**src/rtl/cdb_broadcast_arbiter.sv**
```systemverilog
// rtl/cdb_broadcast_arbiter.sv - round-robin 3-wide complete-bus broadcaster fed by per-FU holding buffers
// Slot k of cdb_out/wr_data is CDB tk; an empty slot carries ZERO_PR and zero data.
module cdb_broadcast_arbiter #(
  parameter int              NUM_FU  = 6,
  parameter int              PR_W    = 6,
  parameter int              XLEN_W  = 32,
  parameter logic [PR_W-1:0] ZERO_PR = '0
) (
  input  logic                           clock,
  input  logic                           reset,
  input  logic                           squash,
  input  logic [NUM_FU-1:0]              fu_valid,
  input  logic [NUM_FU-1:0][PR_W-1:0]    fu_tag,
  input  logic [NUM_FU-1:0][XLEN_W-1:0]  fu_data,
  output logic [NUM_FU-1:0]              fu_ready,
  output logic [2:0][PR_W-1:0]           cdb_out,
  output logic [2:0][XLEN_W-1:0]         wr_data
);

  localparam int IDX_W = (NUM_FU > 1) ? $clog2(NUM_FU) : 1;

  logic [NUM_FU-1:0]             hold_valid_q, hold_valid_d;
  logic [NUM_FU-1:0][PR_W-1:0]   hold_tag_q, hold_tag_d;
  logic [NUM_FU-1:0][XLEN_W-1:0] hold_data_q, hold_data_d;
  logic [IDX_W-1:0]              rr_ptr_q, rr_ptr_d;

  logic [NUM_FU-1:0]             grant;
  logic                          any_grant;
  logic [IDX_W-1:0]              last_idx;

  // Scan from rr_ptr with wraparound; slots fill strictly t0, t1, t2.
  always_comb begin
    int idx;
    int n_grant;
    grant     = '0;
    any_grant = 1'b0;
    last_idx  = '0;
    n_grant   = 0;
    for (int k = 0; k < 3; k++) begin
      cdb_out[k] = ZERO_PR;
      wr_data[k] = '0;
    end
    for (int off = 0; off < NUM_FU; off++) begin
      idx = int'(rr_ptr_q) + off;
      if (idx >= NUM_FU) idx = idx - NUM_FU;
      if (!squash && hold_valid_q[idx] && n_grant < 3) begin
        grant[idx]       = 1'b1;
        cdb_out[n_grant] = hold_tag_q[idx];
        wr_data[n_grant] = hold_data_q[idx];
        n_grant          = n_grant + 1;
        any_grant        = 1'b1;
        last_idx         = IDX_W'(idx);
      end
    end
  end

  assign fu_ready = squash ? '0 : (~hold_valid_q | grant);

  always_comb begin
    rr_ptr_d = rr_ptr_q;
    if (any_grant) begin
      rr_ptr_d = (last_idx == IDX_W'(NUM_FU - 1)) ? '0 : last_idx + IDX_W'(1);
    end
  end

  // A ZERO_PR result has no destination: it is accepted but never held.
  always_comb begin
    hold_valid_d = hold_valid_q & ~grant;
    hold_tag_d   = hold_tag_q;
    hold_data_d  = hold_data_q;
    for (int i = 0; i < NUM_FU; i++) begin
      if (squash) begin
        hold_valid_d[i] = 1'b0;
      end else if (fu_valid[i] && fu_ready[i] && fu_tag[i] != ZERO_PR) begin
        hold_valid_d[i] = 1'b1;
        hold_tag_d[i]   = fu_tag[i];
        hold_data_d[i]  = fu_data[i];
      end
    end
  end

  always_ff @(posedge clock) begin
    if (reset) begin
      hold_valid_q <= '0;
      hold_tag_q   <= '0;
      hold_data_q  <= '0;
      rr_ptr_q     <= '0;
    end else begin
      hold_valid_q <= hold_valid_d;
      hold_tag_q   <= hold_tag_d;
      hold_data_q  <= hold_data_d;
      rr_ptr_q     <= rr_ptr_d;
    end
  end

endmodule

```
**config.mk**
```make
export PLATFORM = sky130hd
export DESIGN_NAME = cdb_broadcast_arbiter
export DESIGN_NICKNAME = d
export VERILOG_FILES = /design/src/rtl/cdb_broadcast_arbiter.sv
export SDC_FILE = /design/constraint.sdc
export NUM_CORES = 1
export LEC_CHECK = 0
export CORE_ASPECT_RATIO = 1.2
export CORE_UTILIZATION = 25
export CTS_CLUSTER_DIAMETER = 120
export CTS_CLUSTER_SIZE = 20
export DETAILED_ROUTE_END_ITERATION = 16
export SLEW_MARGIN = 0
export SYNTH_ARGS = -nofsm -noshare
export SYNTH_HDL_FRONTEND = slang
export SYNTH_SLANG_ARGS = --single-unit
```
**constraint.sdc**
```tcl
create_clock -name clock -period 9 [get_ports clock]
set_input_delay 0.9 -clock clock [delete_from_list [all_inputs] [get_ports clock]]
set_output_delay 0.9 -clock clock [all_outputs]
set_load 0.01 [all_outputs]
```
After elaboration in Yosys (flattened, before gate mapping) --
Index checks and enable logic that the tools add are counted.
Word-level totals: register bits after elaboration 237, bits of input ports 237, output and inout port bits 120, word-level logic and storage cells 267
Operators by class: add/subtract/negate cells 16, $lt $le $gt $ge 33, eq/ne operators 1, multiplexer cells 145, bitwise gates (word level) 10, reduce and logical (&&, ||, !) cells 48
Operator list (number):
- 32-bit two-way mux | 28
- 32-bit binary-select mux with 3-bit select | 6
- 96-bit bitwise mux | 5
- 96-bit two-way mux | 5
- 32-bit by 1-bit >= comparator with 1-bit output (second input constant) | 11
- 32-bit demux with 2-bit select | 5
- 32-bit by 5-bit less-than comparator with 1-bit output (second input constant) | 6
- 32-bit by 3-bit less-than comparator with 1-bit output (second input constant) | 5
- 32-bit by 4-bit less-than comparator with 1-bit output (second input constant) | 5
- 6-bit two-way mux | 25
- 32-bit by 2-bit adder with 32-bit output (second input constant) | 4
- 6-bit binary-select mux with 3-bit select | 6
- 18-bit bitwise mux | 5
- 18-bit two-way mux | 5
- 6-bit demux with 2-bit select | 5
- 6-bit bitwise OR | 6
- 6-bit nonzero test | 6
- 1-bit logical AND | 34
- 1-bit two-way mux | 31
- 4-bit by 3-bit subtractor with 5-bit output (second input constant) | 5
- 3-bit two-way mux | 7
- 4-bit by 3-bit >= comparator with 1-bit output (second input constant) | 5
- 1-bit binary-select mux with 3-bit select | 6
- 1-bit demux with 3-bit select | 6
- 13 further kinds | 21

Longest topological paths before layout --
word-level depth 27, gate-level depth with buffers 32, gate-level depth less buffers 28

Worst setup path after synthesis --
No wires, ideal clock.
kind reg2out, from register rr_ptr_q[0], to output port cdb_out[4] (netlist bit), arrival 6.520 ns, data required time 8.100 ns, setup slack 1.580 ns, cell stages (with the launch flop) 30, path buffers 7, cells stage by stage dfxtp_1 > buf_2 > buf_2 > buf_1 > inv_1 > ha_1 > buf_2 > buf_1 > a21boi_0 > o211a_1 > o2bb2ai_1 > inv_1 > ha_1 > a211oi_1 > o2bb2ai_1 > ha_1 > a211o_1 > nor2_2 > xnor2_2 > inv_1 > ha_1 > nor2_1 > o21a_1 > nand2_1 > nor2_1 > a31oi_1 > nor2_1 > buf_2 > buf_2 > mux2i_1
RTL lines:
- from (decl) | RTL line 25 | logic [IDX_W-1:0] rr_ptr_q, rr_ptr_d;
- from (signal assigned) | RTL line 92 | rr_ptr_q <= rr_ptr_d;
- to (decl) | RTL line 16 | output logic [2:0][PR_W-1:0] cdb_out,

==> metrics.md <==
| Metric | Value |
|---|---|
| Status | finished clean |
| Post-synth EDFFs | 0 |
| Hold EP | hold_data_q[191] |
| R2R setup slack | 1530 ps |
| Routability congestion estimate | 0.948 |
| Via count | 25,800 |
| Via/cell ratio | 5.56 |
| Worst hold margin | 491 ps |
| Initial antenna violation count | 7 |
| Initial Util | 25.2% |
| Critical path peak fanout | 28 |
| Seq pwr share | 14.9% |
| Hold Fails Final Rpt | 0 |
| Worst-path cell chain | inv_1 > ha_2 > ha_1 > inv_1 > ha_1 > o21ai_1 > a31o_2 > o2bb2ai_1 > inv_1 > ha_1 > a211oi_1 > o2bb2ai_1 > ha_1 > a211o_1 > or3_1 > o21a_1 > ha_1 > nor2_1 > o21ai_1 > nor2_1 > nand2_1 > a21o_4 > o21ai_0 > clkdlybuf4s50_1 |
| Reg2Reg Depth | 26 |
| Min Clock Period, post-route | 8560 ps |
| Library cells used by synthesis | 87 |
| Syn Inst Count | 3,232 |
| Root Buffer | clkbuf_16 |
| Drc violations | 0 |
| Cells on Worst Hold Path | 2 |
| Slowest-stage cell, CP | clkdlybuf4s50_1 |
| Core ar. | 93,600 um^2 |
| Height of the die | 338 um |
| Net Switching | 4.67 mW |
| Core Rows | 123 |
| Cell taking the most area after synthesis | mux2i_1 |
| Fin crit share | 95.1% |
| Slowest cell delay on critical path | 620 ps |
| Area contributors post-synth | mux2i_1 24%, dfxtp_1 20%, nand2b_1 12% |
| Die W | 282 um |
| Final nets | 3,648 |
| Async SR Flop Fraction | 0% |
| Main synth FF type | dfxtp_1 |
| R2R Path End | hold_data_q[4] |
| Final setup vio count | 0 |
| Detailed Route WL | 113,000 um |
| CTS max path bufs | 3 |
| Mapped Area | 23,600 um^2 |
| Max-Cap Viols | 0 |
| Area of the die | 95,600 um^2 |
| Syn Area/Cell | 7.30 um^2 |
| Antenna Nets Post-Route | 0 |
| DR WL/cell | 24.3 um |
| F_max | 0.117 GHz |
| GRT Overall Usage | 22.3% |
| Synth Net Count | 3,498 |
| R2r startpoint | rr_ptr_q[0] |
| Slew Limit Fails | 0 |
| 1st-iter DRT viols | 2,823 |
| Worst rel slew slack | 7.49% |
| Critical Path RT | 8100 ps |
| CP Capture Type | output port |
| Largest net degree at the start of global routing | 157 |
| WS Path Type | reg -> out |
| Synth Warn # | 0 |
| Pwr per Cell Area | 280 nW/um^2 |
| Detailed placement HPWL | 76,500 um |
| Peak supply drop | 0.319 mV |
| Worst setup SP type | flop |
| Most frequent CP cell | ha_1 |
| Actual transition at the worst max-transition pin | 1390 ps |
| Synth top area share | 23.6% |
| Num ports | 357 |
| Worst path arrival time | 7660 ps |
| Share of layout cells above drive strength 1 | 5.52% |
| Clk slew on worst S/H paths | 100 ps |
| P_int | 3.43 mW |
| IO Port Bufs | 356 |
| Worst Hold Class | reg -> reg |
| First-pass GRT wire length | 160,000 um |
| Sum of buffers and inverters on the critical path | 4 |
| Worst Clk Skew | 16.3 ps |
| Grt ovf | 0 |
| Setup bufs post-CTS | 0 |
| Yosys reg bits | 237 |
| TritonCTS clock tree | yes |
| Worst Hold Launch | hold_data_q[191] |
| H-tree Lvls | 1 |
| TNS Setup | 0 ps |
| Pre-Repair DR Iteration Count | 8 |
| Switching Fraction | 57.7% |
| Clock tree sinks | 237 |
| Combinational share of power | 74.8% |
| Vias in the first global route | 24,200 |
| Seq/Total Area, Yosys | 20.1% |
| Cell family with most CP delay | compound AO/OA/AOI/OAI gates |
| Hold bufs inserted after CTS | 0 |
| Static leakage | 9.90 nW |
| Cts repair resizes | 0 |
| Clock share of power | 10.2% |
| Num CTS Buffers | 16 |
| Layout Area Growth over Synthesis | 22.7% |
| RSZ-0062 raised after global routing | no |
| Worst skew pair latency | 550 ps |
[Yosys cell counts (3+ instances only)]
cell         n
clkbuf_1   230
or2_2        7
buf_1       24
nand2_1    448
nand4b_1     3
dfxtp_1    237
o2bb2ai_1    5
o21a_1       7
buf_4       10
o221ai_1    41
a32o_1       5
mux2i_1    557
inv_1       28
and3_1       4
a21oi_1     94
nor4_1       5
o31ai_1      5
a31oi_1    183
ha_1        28
a21o_1       9
buf_6        8
o211ai_1    78
nand2b_1   451
a211oi_1    10
or4_1        6
nand3_1     14
nor2b_1      9
o21ai_1      4
a31o_2       3
and2_1       6
or3_1        4
o22ai_1    118
mux2_2       9
a21boi_0     3
xnor2_1     10
o21ai_0     95
buf_2       26
a32oi_1     10
nor3_1     118
nor2_1     261
[state kept, by name, summed over array words and instances (netlist names)]
register	cells
rr_ptr_q	3
hold_tag_q	36
hold_valid_q	6
hold_data_q	192
[stage by stage]
step | total power [mW] | instances | instance area [um^2] | setup slack, ps | util [%]
floorplan | 4.78 | 3232 | 23600 | 1580 | -
global placement | 7.06 | 4612 | 28400 | 897 | 30.3
detailed placement | 7.07 | 4612 | 28400 | 816 | 30.3
CTS | 7.93 | 4636 | 28900 | 180 | 30.9
global route | 8.43 | 4641 | 28900 | 21.9 | 30.9
finish | 8.09 | 4642 | 28900 | 445 | 30.9
[cell families after synthesis]
logic type	count (synthesis)	synth area share, %
adders and majority gates	29	1.57
xor gates and xnor gates	13	0.594
buffers and inverters	329	5.84
muxes	568	24.2
and+or+nand+nor	1354	28.0
AOI/OAI and AO/OA	702	19.6
DFF	237	20.1
[power groups by stage]
stage               Combinational (mW)  Clock, mW  Sequential (mW)
floorplan                         3.60          0             1.19
global placement                  5.84          0             1.23
detailed placement                5.84          0             1.23
CTS                               5.87      0.855             1.21
global route                      6.32      0.886             1.22
finish                            6.06      0.828             1.21
[final cells by class]
class	count	area (um^2)
Antenna cell	4	10.0
Multi-Input combinational cell	2668	17800
Clock buffer	20	437
Fill cell	10100	64600
Clock inverter	4	52.6
Inverter	30	113
Sequential cell	237	4750
Tap cell	1250	1560
Timing Repair Buffer	429	4260
[layout by cell type, fill, tap and decap left out, drive strengths merged, types with 5 or more instances in the layout]
| master | netlist | final |
|---|---|---|
| o221ai | 41 | 41 |
| dfxtp | 237 | 237 |
| or2 | 7 | 7 |
| a211oi | 10 | 10 |
| a21o | 9 | 11 |
| nand3 | 14 | 14 |
| mux2 | 9 | 9 |
| nand2 | 448 | 448 |
| or4 | 6 | 6 |
| clkdlybuf4s50 | 0 | 354 |
| xnor2 | 12 | 12 |
| o211ai | 78 | 78 |
| nand2b | 452 | 452 |
| o2bb2ai | 5 | 5 |
| o21ai | 100 | 100 |
| inv | 30 | 31 |
| o22ai | 119 | 119 |
| nor2 | 263 | 263 |
| a32o | 5 | 5 |
| buf | 69 | 75 |
| a32oi | 10 | 10 |
| nor4 | 6 | 6 |
| o21a | 7 | 7 |
| a21oi | 98 | 98 |
| nor3 | 120 | 120 |
| and2 | 7 | 7 |
| clkbuf | 230 | 20 |
| o31ai | 5 | 5 |
| mux2i | 558 | 558 |
| ha | 28 | 28 |
| nor2b | 9 | 9 |
| a31oi | 184 | 184 |
[worst max-delay path by stage]
stage                       end  cells after the start  slack, ps         from
global route        fu_ready[3]                     25         20  rr_ptr_q[0]
floorplan            cdb_out[4]                     29       1580  rr_ptr_q[0]
CTS                 wr_data[73]                     22        180  rr_ptr_q[0]
global placement    wr_data[73]                     22        900  rr_ptr_q[0]
finish              wr_data[66]                     24        440  rr_ptr_q[0]
detailed placement  wr_data[73]                     22        820  rr_ptr_q[0]
[routing by layer]
metal,up-vias,track usage (%),part of all wire [%]
met2,1522,34.7,44
met5,-,0,0.019
li1,11800,-,-
met3,347,4.25,9.0
met4,4,10.2,4.9
met1,12100,29.5,43
[worst register-to-register path, cell delays in order, from the launching register on]
cell,delay (ps)
dfxtp_4,530
inv_1,250
ha_2,500
ha_1,180
inv_1,40
ha_1,200
o21ai_1,240
a31o_2,330
o2bb2ai_1,160
inv_1,170
ha_1,370
a211oi_1,200
o2bb2ai_1,140
ha_1,190
a211o_1,300
nor2_2,200
buf_4,190
o21a_1,180
ha_1,180
nor2_1,70
o21ai_1,380
nor2_1,210
a221oi_4,740
a31o_2,340
and2b_4,530
buf_12,300
mux2i_1,270
No activity file was read; power rests on OpenSTA's default activity.
